File: src/rtl/rx_deserializer.sv
// Serial frame receiver: start, 7 data bits LSB first, even parity, stop.
// Line is synchronous to clk, so serial_in is sampled directly every edge.
module rx_deserializer (
  input  logic       clk,
  input  logic       rstn,
  input  logic       serial_in,
  output logic [6:0] data_out,
  output logic       data_valid,
  output logic       parity_err,
  output logic       frame_err,
  output logic       busy
);

  typedef enum logic [1:0] {
    IDLE   = 2'd0,
    DATA   = 2'd1,
    PARITY = 2'd2,
    STOP   = 2'd3
  } state_e;

  state_e     state_q,     state_d;
  logic [2:0] cnt_q,       cnt_d;
  logic [6:0] shreg_q,     shreg_d;
  logic       rx_parity_q, rx_parity_d;
  logic [6:0] data_q,      data_d;
  logic       valid_q,     valid_d;
  logic       perr_q,      perr_d;
  logic       ferr_q,      ferr_d;
  logic       busy_q,      busy_d;

  always_comb begin
    // NOTE: every _d gets a default first so no path leaves it unassigned (no latches).
    state_d     = state_q;
    cnt_d       = cnt_q;
    shreg_d     = shreg_q;
    rx_parity_d = rx_parity_q;
    data_d      = data_q;
    valid_d     = 1'b0;
    perr_d      = perr_q;
    ferr_d      = ferr_q;

    case (state_q)
      IDLE: begin
        if (!serial_in) begin
          state_d = DATA;
          cnt_d   = 3'd0;
        end
      end
      DATA: begin
        // Shift in at the MSB so d0 ends up in bit 0 after seven bits.
        shreg_d = {serial_in, shreg_q[6:1]};
        cnt_d   = cnt_q + 3'd1;
        if (cnt_q == 3'd6) state_d = PARITY;
      end
      PARITY: begin
        rx_parity_d = serial_in;
        state_d     = STOP;
      end
      STOP: begin
        // The stop edge is never a start candidate, even when the line is 0.
        data_d  = shreg_q;
        perr_d  = (^shreg_q) ^ rx_parity_q;
        ferr_d  = ~serial_in;
        valid_d = 1'b1;
        state_d = IDLE;
      end
      default: state_d = IDLE;
    endcase

    busy_d = (state_d != IDLE);
  end

  always_ff @(posedge clk or negedge rstn) begin
    if (!rstn) begin
      state_q     <= IDLE;
      cnt_q       <= 3'd0;
      shreg_q     <= 7'h00;
      rx_parity_q <= 1'b0;
      data_q      <= 7'h00;
      valid_q     <= 1'b0;
      perr_q      <= 1'b0;
      ferr_q      <= 1'b0;
      busy_q      <= 1'b0;
    end else begin
      // NOTE: non-blocking so every flop samples pre-edge values regardless of order.
      state_q     <= state_d;
      cnt_q       <= cnt_d;
      shreg_q     <= shreg_d;
      rx_parity_q <= rx_parity_d;
      data_q      <= data_d;
      valid_q     <= valid_d;
      perr_q      <= perr_d;
      ferr_q      <= ferr_d;
      busy_q      <= busy_d;
    end
  end

  assign data_out   = data_q;
  assign data_valid = valid_q;
  assign parity_err = perr_q;
  assign frame_err  = ferr_q;
  assign busy       = busy_q;

endmodule

File: config.mk
export PLATFORM = sky130hd
export DESIGN_NAME = rx_deserializer
export DESIGN_NICKNAME = d
export VERILOG_FILES = /design/src/rtl/rx_deserializer.sv
export SDC_FILE = /design/constraint.sdc
export NUM_CORES = 1
export LEC_CHECK = 0
export BUFFER_PORTS_ARGS = -buffer_cell sky130_fd_sc_hd__buf_2
export CORE_ASPECT_RATIO = 1.1
export CORE_MARGIN = 2
export CORE_UTILIZATION = 58
export DETAILED_ROUTE_END_ITERATION = 6
export PLACE_DENSITY = 0.79
export SLEW_MARGIN = 20
export SYNTH_ARGS = -nofsm -noshare
export SYNTH_HDL_FRONTEND = slang
export SYNTH_SLANG_ARGS = --single-unit
File: constraint.sdc
create_clock -name clk -period 1.9 [get_ports clk]
set_input_delay 0.19 -clock clk [delete_from_list [all_inputs] [get_ports clk]]
set_output_delay 0.19 -clock clk [all_outputs]
set_load 0.005 [all_outputs]
==> impl_metrics.yaml <==
sta:
  finalClockSkew_ns: 0.000821
  setup_slack_ns: 0.572
  setup_tns_ns: 0
  finalSetupViolCount: 0
  worst_slew_pin_slew_ns: 0.506
  max_clock_freq_mhz: 753
  max_slew_margin_pct: 66.3
  hold_viol: 0
  drv_slew: 0
  rsz0062_at_grt: "no"
  min_period_ns: 1.33
  period_share_pct: 69.9
logic_synthesis:
  synth_xor_area_share_pct: 6.13
  syn_area_sq_um: 1000
  synthAdderAreaFrac_pct: 2.50
  synth-compound-area-share_pct: 3.88
  synthMuxAreaShare_pct: 18.0
  synth_top_family_by_area: "multiplexers"
  synthSimpleGateAreaFrac_pct: 6.76
  synth_nets: 79
  yosysWarnings: 0
  synth.distinct_cells: 16
  syn_area_per_cell_sq_um: 13.5
  synthCells: 74
  yosysSeqAreaShare_pct: 60.1
  ys_ff_latch: 24
critical_path:
  cp.required_ns: 2.10
  path_buf_inv: 0
  cp_top_family: "flip-flops"
  critPathSlowestCell: "dfrtp_1"
  critPathCaptureType: "flop"
  path_max_fanout: 10
  cp-start-kind: "flop"
  critPathArrivalTime_ns: 1.52
  crit_chain: "nand2b_1 > mux2_2"
  worstSetupPathType: "reg2reg"
  cp_slowest_stage_delay_ns: 0.45
cts:
  cts_sinks: 24
  cts_hold_buffers: 1
  clockBufferDepth: 2
  cts-root-buf: "clkbuf_4"
  cts_tree: "yes"
  numCtsBuffers: 3
  clkLatencyLatePin_ns: 0.30
  postCtsSetupBuffers: 0
  h-tree-depth: 1
  clkTransAtPathRegs_ns: 0.11
  cts_resized: 0
layout:
  final_nets: 96
  final_layout_size_suffix_gt1_share_pct: 34.8
  seq_area_sq_um: 601
  num_antenna_cells: 0
  multi_input_area_sq_um: 373
  final_core_util_pct: 68.9
  fill_cells: 114
  final_common_cell: "dfrtp_1"
  area_growth_pct: 10.0
  final_cell_mix: "dfrtp_1 (24), mux2_2 (14), buf_2 (13), xnor2_1 (7)"
  stdcell_count: 106
floorplan:
  initial_core_util_pct: 62.7
  die_w_microns: 43.6
  rows: 15
  die_area_sq_um: 2070
  core-area_sq_um: 1600
  die_y_microns: 47.5
  io_pins: 14
drt:
  routed_wirelength_microns: 1440
  drc: 0
  wl_per_cell_microns: 13.6
  num_vias: 577
  routed_via_density: 5.44
  drt_iter0_markers: 3
  dr.pass1.iters: 4
  antenna_left: 0
placement:
  gp_congestion: 0.697
  port_buffers: 13
  dpl.cell_count: 102
  dpl.hpwl_microns: 1050
  pre_cts_slack_ns: 0.595
global_routing:
  grt_max_degree: 25
  grt_pass1_vias: 544
  met3_usage_pct: 2.26
  grt.met1_usage_pct: 21.0
  grt_pass1_wl_microns: 2420
  busiest_layer: "met2"
  grt_usage_pct: 16.2
  use_met2_pct: 27.6
  antenna_found_initial: 0
  grt_overflow: 0
job:
  maxCapViolations: 0
power:
  ir_drop_mv: 1.10
  powerDensity_nw_per_um2: 1840
  p_total_mw: 2.02
  p_leak_nw: 0.516
hold_path:
  hold_class: "in2reg"
run_status:
  status: "complete, no violations"
logic make-up (layout without fill, tap and decap cells):
group           Yosys count  count (layout)
mux                      16              16
flops                    24              24
xor+xnor                  7               7
compound gates            7               7
fa+ha+maj                 2               2
simple gates             14              14
buf+inv                   4              19
cell usage after synthesis, drive strengths merged:
library cell,count,area [sq um]
a21oi,1,5.00
a22o,1,8.76
buf,2,18.8
dfrtp,24,601
ha,2,25.0
inv,2,7.51
mux2,16,180
nand2,6,25.0
nand2b,5,31.3
nor2,3,11.3
o21ai,5,25.0
xnor2,7,61.3
sequential cells by signal, summed over array words and instances, names as in the netlist:
register     count
data_out         7
shreg_q          7
cnt_q            3
state_q          2
busy             1
data_valid       1
frame_err        1
parity_err       1
rx_parity_q      1
layout make-up:
type / count / area share, %
tap: 17 / 1.93
inverter: 2 / 0.683
multi-input combinational: 46 / 33.9
sequential: 24 / 54.6
clock buffer: 3 / 2.05
timing repair buffer: 14 / 6.83
per-stage QoR:
step	hold WS, ns	instance area [sq um]
CTS	0.112	1100
global route	0.127	1100
detailed placement	0.192	1070
finish	0.117	1100
global placement	0.187	1070
floorplan	-0.106	1000
metal layers:
| layer | vias up | wire (microns) |
|---|---|---|
| met4 | 0 | 25 |
| li1 | 279 | - |
| met1 | 283 | 628 |
| met5 | - | 0 |
| met2 | 11 | 745 |
| met3 | 4 | 42 |
where the power goes:
group,switching (mW),internal [mW],total (mW)
combinational,0.355,0.512,0.867
clock,0.132,0.0739,0.206
sequential,0.191,0.761,0.952
total,0.677,1.35,2.02
worst reg2reg max path, stage by stage, from the launching register on:
cell      delay, ns
dfrtp_1        0.45
nand2b_1       0.39
mux2_2         0.39
worst paths after layout:
| kind | cells after the start | slack [ns] | start | endpoint |
|---|---|---|---|---|
| setup / recovery | 2 | 0.57 | state_q[1]$_DFF_PN0_ | shreg_q[3]$_DFFE_PN0P_ |
| hold / removal | 2 | 0.12 | serial_in | frame_err$_DFFE_PN0P_ |
| setup reg to reg | 2 | 0.57 | state_q[1]$_DFF_PN0_ | shreg_q[3]$_DFFE_PN0P_ |
| hold reg to reg | 2 | 0.50 | parity_err$_DFFE_PN0P_ | parity_err$_DFFE_PN0P_ |
| max in group asynchronous | 2 | 1.18 | rstn | shreg_q[5]$_DFFE_PN0P_ |
| min in group asynchronous | 2 | 0.38 | rstn | data_valid$_DFF_PN0_ |
Note: power is estimated with default switching activity, not from simulation.
